**src/rtl/awgn_pkg.sv**
```systemverilog
// Shared widths for the AWGN generator datapath (normalizer and log stage).
// The module parameters default to these values.
package awgn_pkg;
  localparam int DATA_W_DEF   = 48;
  localparam int EXP_W_DEF    = 6;
  // Leading-zero count reported for an all-zero sample.
  localparam int LZC_ZERO_CNT = DATA_W_DEF;
endpackage

```
**src/rtl/lzc_prio.sv**
```systemverilog
// Combinational leading-zero counter built as a priority encoder.
// Returns DATA_W when the input is all zeros.
module lzc_prio
  import awgn_pkg::*;
#(
  parameter int DATA_W = DATA_W_DEF,
  parameter int EXP_W  = EXP_W_DEF
) (
  input  logic [DATA_W-1:0] data,
  output logic [EXP_W-1:0]  count
);

  // Scan from the LSB upward so that the highest set bit determines the count.
  always_comb begin
    count = EXP_W'(DATA_W);
    for (int i = 0; i < DATA_W; i++) begin
      if (data[i]) begin
        count = EXP_W'(DATA_W - 1 - i);
      end else begin
        count = count;
      end
    end
  end

endmodule

```
**src/rtl/norm_shift_pipe.sv**
```systemverilog
// Two-stage normalizer: stage 1 registers the sample and its leading-zero
// count, stage 2 registers the left-shifted mantissa for the log stage.
module norm_shift_pipe
  import awgn_pkg::*;
#(
  parameter int DATA_W = DATA_W_DEF,
  parameter int EXP_W  = EXP_W_DEF
) (
  input  logic              clk,
  input  logic              reset,
  input  logic              in_valid,
  output logic              in_ready,
  input  logic [DATA_W-1:0] in_data,
  output logic              out_valid,
  input  logic              out_ready,
  output logic [DATA_W-1:0] out_mant,
  output logic [EXP_W-1:0]  out_exp,
  output logic              out_zero
);

  logic              en_s;
  logic [EXP_W-1:0]  lzc_s;
  logic [DATA_W-1:0] s1_data_r;
  logic [EXP_W-1:0]  s1_cnt_r;
  logic              s1_valid_r;

  // A single enable advances both stages, so a full output stalls everything.
  assign en_s     = !out_valid | out_ready;
  assign in_ready = en_s;

  lzc_prio #(
    .DATA_W (DATA_W),
    .EXP_W  (EXP_W)
  ) u_lzc (
    .data  (in_data),
    .count (lzc_s)
  );

  // Stage 1: capture sample, valid and leading-zero count.
  always_ff @(posedge clk) begin
    if (reset) begin
      s1_data_r  <= '0;
      s1_cnt_r   <= '0;
      s1_valid_r <= 1'b0;
    end else if (en_s) begin
      s1_data_r  <= in_data;
      s1_cnt_r   <= lzc_s;
      s1_valid_r <= in_valid;
    end else begin
      s1_data_r  <= s1_data_r;
      s1_cnt_r   <= s1_cnt_r;
      s1_valid_r <= s1_valid_r;
    end
  end

  // Stage 2: normalize; a shift by DATA_W yields zero for the all-zero sample.
  always_ff @(posedge clk) begin
    if (reset) begin
      out_mant  <= '0;
      out_exp   <= '0;
      out_zero  <= 1'b0;
      out_valid <= 1'b0;
    end else if (en_s) begin
      out_mant  <= s1_data_r << s1_cnt_r;
      out_exp   <= s1_cnt_r;
      out_zero  <= (s1_cnt_r == EXP_W'(DATA_W));
      out_valid <= s1_valid_r;
    end else begin
      out_mant  <= out_mant;
      out_exp   <= out_exp;
      out_zero  <= out_zero;
      out_valid <= out_valid;
    end
  end

endmodule

```
**config.mk**
```make
export PLATFORM = sky130hd
export DESIGN_NAME = norm_shift_pipe
export DESIGN_NICKNAME = d
export VERILOG_FILES = /design/src/rtl/awgn_pkg.sv /design/src/rtl/lzc_prio.sv /design/src/rtl/norm_shift_pipe.sv
export SDC_FILE = /design/constraint.sdc
export NUM_CORES = 1
export LEC_CHECK = 0
export CORE_ASPECT_RATIO = 2
export CORE_UTILIZATION = 56
export CTS_CLUSTER_SIZE = 28
export DETAILED_ROUTE_END_ITERATION = 10
export PLACE_DENSITY = 0.79
export SETUP_SLACK_MARGIN = 0.5
export SLEW_MARGIN = 15
export SYNTH_ARGS = -nofsm -noshare
export SYNTH_HDL_FRONTEND = slang
export SYNTH_SLANG_ARGS = --single-unit
```
**constraint.sdc**
```tcl
create_clock -name clk -period 2.51 [get_ports clk]
set_input_delay 0.3765 -clock clk [delete_from_list [all_inputs] [get_ports clk]]
set_output_delay 0.3765 -clock clk [all_outputs]
set_load 0.05 [all_outputs]
```
; ---- Yosys cells after proc, flatten, opt, wreduce, memory -nomap -nowiden
; Cells that the tools add are included.
[totals]
ff_bits = 111
output_inout_bits = 57
[op_classes]
n_eq_ne = 1
n_shift = 1
bitwise = 1
reduce_logical = 1
mux = 48
[op_table]
columns = operator, count
row1 = $mux 6, 32
row2 = $mux 5, 16
row3 = $shl 48x6->48, 1
row4 = $eq 6x6->1 const B, 1
row5 = $logic_not 1->1, 1
row6 = $or 1x1->1, 1

; ---- Logic depth before layout (Yosys ltp)
[depth]
word_depth = 48
depth_mapped = 10
mapped_depth_nobuf = 7

; ---- By module
; From an unflattened synthesis, not the netlist that was laid out.
[hier_totals]
cells_unflattened = 886
area_unflattened_um2 = 7816.2
[modules_own_cells]
columns = mod, n_inst, cells_each, area_each_um2, seq_area_each_um2
row1 = norm_shift_pipe, 1, 778, 7200.7, 2222.1
row2 = lzc_prio, 1, 108, 615.6, 0.0

; ---- Worst setup path after synthesis
; Ideal clock, no wire load.
[synth_timing]
kind = register to register
startpoint = reg out_valid
endpoint = reg out_mant[10]
path_stages_with_launch = 8
arrival_ps = 1975
period_less_slack_ps = 2041
setup_ps = 66
t_required_ps = 2444
path_slack_ps = 469
cell_sequence = dfxtp_1 -> nor2b_1 -> clkbuf_1 -> buf_2 -> buf_1 -> clkbuf_1 -> a22oi_1 -> nor2_1
[synth_between]
elab_chain_cells = 2
[synth_lines]
columns = element, line_no
row1 = start: declaration, norm_shift_pipe.sv:14  ; output logic out_valid,
row2 = start signal: assignment, norm_shift_pipe.sv:67  ; out_valid <= s1_valid_r;
row3 = start signal: assignment, norm_shift_pipe.sv:72  ; out_valid <= out_valid;
row4 = $logic_not 1->1, norm_shift_pipe.sv:28  ; assign en_s = !out_valid | out_ready;
row5 = $or 1x1->1, norm_shift_pipe.sv:28
row6 = end signal: assignment, norm_shift_pipe.sv:64  ; out_mant <= s1_data_r << s1_cnt_r;
row7 = end signal: assignment, norm_shift_pipe.sv:69  ; out_mant <= out_mant;
row8 = end: declaration, norm_shift_pipe.sv:16  ; output logic [DATA_W-1:0] out_mant,
; No other way between the ends.
; A chain may end at the register's enable or synchronous reset.

; ---- Worst setup path in the final report
[layout_timing]
startpoint = reg s1_cnt_r[1]
endpoint = reg out_mant[38]
[layout_between]
elab_chain_cells = 1
[layout_lines]
columns = element, line_no
row1 = start: declaration, norm_shift_pipe.sv:24  ; logic [EXP_W-1:0] s1_cnt_r;
row2 = start signal: assignment, norm_shift_pipe.sv:47  ; s1_cnt_r <= lzc_s;
row3 = start signal: assignment, norm_shift_pipe.sv:51  ; s1_cnt_r <= s1_cnt_r;
row4 = $shl 48x6->48, norm_shift_pipe.sv:64
; No other way between the ends.

==> run metrics <==
RSZ-0062 raised after global routing=true; Syn Std Cell Area=7460 sq um; vias per inst=6.75; Final Hold Vio Count=0; DIE HEIGHT=165 um; Avg Cell Area, Syn=8.35 sq um; Top FF cell, synth=dfxtp_1; Cells after Synth=893; Synth warnings=0; # setup viols final=0; Synth Area in Compound Gates=20.1%; Synth Area in Adders=0%; Required @ worst endpoint=2.73 ns; fin util=76.8%; gr usage total=38.2%; Clock Tree Buf Depth=2; root buffer cell=clkbuf_16; slew of the pin with the lowest slew margin=0.717 ns; Hold Crit Class=reg2reg; Sink Count=111; worst clock skew=0.0157 ns; FF+latch count, synth=111; Sequential Area=2240 sq um; Synth-to-Final Area Change=33.7%; final-layout fill cell count=919; Syn Nets=945; sw frac=33.8%; global-route congestion overflow total=0; worst endpoint data arrival time=2.45 ns; clock power share=29.4%; pin count of the biggest net entering global routing=59; detailed-route via count=8007; # port buffers=108; Static Leak=3.67 nW; mux share of post-synthesis cell area=26.1%; Clk Latency, worst-skew pair=0.36 ns; DRC viols=0; initial antenna violation count=0; P_int=3.21 mW; min Tclk post-route=2.23 ns; clock tree from TritonCTS=done; antenna cells=0; post-synthesis sequential area ratio=29.8%; Antenna Violating Nets Remaining=0; post-synthesis simple-gate area fraction=18.4%; # IOs=109; Critical Path Fanout Max=7; period utilization=88.9%; Rows=59; initial core utilization=57.4%; Comb power frac=29.6%; gpl congestion=1.01; Worst VDD drop=0.430 mV; Post-synth EDFFs=0; die area=13800 sq um; switching power=1.64 mW; vias in the first global route=7455; Detailed Routing Iterations Pass 1=5; startpoint types=flip-flop; Nets=1081; first-pass GRT wire length=40600 um; XOR/XNOR Fraction of Synth Area=0%; largest cells by area after synthesis=dfxtp_1 (30%), mux4_2 (13%), nand2_1 (8.2%); CORE AREA=13000 sq um; Post-Route WL=27600 um; Initial DRC Count=639; CP Capture Type=flip-flop; post-synth top area share=29.8%; share of cells above drive strength 1=24.6%; relative slew slack=52.0%; synth unique cells=59; Final Max Tran Viols=0; die width=83.6 um; Power Dens Cells=487 nW/um^2; total CTS buffers=9; status=finished clean; hpwl dp=19100 um; clock slew at reported path FFs=0.08 ns; # H-tree levels=3; Synth async-reset ratio=0%; area occupied by multi-input gates=5210 sq um; # hold bufs at CTS=0; largest family of logic cells by synthesized area=multiplexers; Routed WL per cell=23.3 um; Flop pwr share=41.0%; critical path class=reg2reg; setup TNS=0 ns; Fmax=0.448 GHz; area leader, netlist=dfxtp_1; Max Cap Violations=0
## synth_stat cells (13+ instances only)
| cell | number |
|---|---|
| mux4_2 | 42 |
| mux2i_1 | 57 |
| dfxtp_1 | 111 |
| mux2_2 | 31 |
| a21oi_1 | 93 |
| clkbuf_1 | 34 |
| nor4_1 | 13 |
| o21ai_0 | 36 |
| nor3_1 | 20 |
| nand2_1 | 163 |
| nor2_1 | 82 |
| buf_2 | 18 |
| a22oi_1 | 42 |
## stage by stage
| stage | total power, mW | std cells | setup slack [ns] | area [sq um] | hold WS, ns |
|---|---|---|---|---|---|
| final | 4.86 | 1186 | 0.279 | 9980 | 0.454 |
| after global routing | 5.00 | 1186 | 0.190 | 9980 | 0.478 |
| after CTS | 4.71 | 1171 | 0.381 | 9500 | 0.451 |
| after detailed placement | 3.26 | 1141 | 0.00578 | 8910 | 0.439 |
| after global placement | 3.24 | 1141 | 0.0446 | 8910 | 0.430 |
| after floorplan | 2.77 | 893 | 0.543 | 7460 | 0.429 |
## power by group through the flow
stage | registers, mW | clock network (mW) | logic [mW]
floorplan | 2.17 | 0 | 0.599
CTS | 1.98 | 1.43 | 1.31
finish | 1.99 | 1.43 | 1.44
global route | 2.00 | 1.49 | 1.51
detailed placement | 2.03 | 0 | 1.23
global placement | 2.02 | 0 | 1.22
## cell families after synthesis
family / after synthesis
muxes: 136
buffers and inverters: 87
and+or+nand+nor: 319
DFF: 111
AOI/OAI and AO/OA: 240
## registers in the layout, indices dropped and copies added (netlist names)
signal      cells
out_exp         6
out_mant       48
out_valid       1
out_zero        1
s1_cnt_r        6
s1_data_r      48
s1_valid_r      1
## routing by layer
metal  part of all wire (%)  GRT usage [%]  vias up  wire length [um]
li1                       -              -     3555                 -
met1                     33           40.0     3804              9160
met2                     51           68.7      490             14200
met3                    6.6           5.57      158              1820
met4                    8.9           28.6        0              2460
met5                      0              0        -                 0
## placed cells by master, fill, tap and decap left out, types with 4 or more instances in the layout
master and instances:
a211o_1 4, a211oi_1 7, a21oi_1 88, a22oi_1 33
a22oi_2 9, buf_12 11, buf_4 68, buf_6 7
clkbuf_16 11, clkdlybuf4s50_1 106, dfxtp_1 106, inv_1 10
mux2_2 17, mux2_4 18, mux2i_1 44, mux2i_2 9
mux2i_4 4, mux4_2 42, nand2_1 160, nand2b_1 7
nand3_1 6, nand3b_1 5, nor2_1 75, nor2_2 5
nor2b_1 7, nor3_1 19, nor4_1 11, o211ai_1 11
o21ai_0 27, o21ai_1 11, o21bai_1 4
## critical path, stage by stage, from the launching register on
cell	delay (ns)
dfxtp_4	0.40
buf_12	0.13
buf_12	0.13
mux4_2	0.54
mux2_4	0.33
a32oi_2	0.16
nor2_1	0.07
a41oi_1	0.21
o211ai_1	0.13
## repair_timing
item                                    in CTS  in global routing
gates resized for setup                     40                 80
hold endpoints to repair                     0                  0
endpoints found under the setup margin      45                 42
buffers inserted                            13                 13
pin swaps                                    9                 25
gates cloned                                 1                  2
## worst paths after layout
path / startpoint / to / slack, ns / cells after the start
setup / recovery: s1_cnt_r[1] / out_mant[38] / 0.28 / 8
hold / removal: out_mant[28] / out_mant[28] / 0.45 / 2
hold reg to reg: out_mant[28] / out_mant[28] / 0.45 / 2
setup reg to reg: s1_cnt_r[1] / out_mant[38] / 0.28 / 8
## area by class of cell
| class | instances | area share, % |
|---|---|---|
| Sequential cell | 111 | 22.4 |
| Clock buffer | 10 | 2.40 |
| Timing Repair Buffer | 199 | 20.0 |
| Multi-Input combinational cell | 695 | 52.2 |
| Tap cell | 152 | 1.91 |
| Clock inverter | 6 | 0.552 |
| Inverter | 13 | 0.489 |
Note: power is estimated with default switching activity, not from simulation.
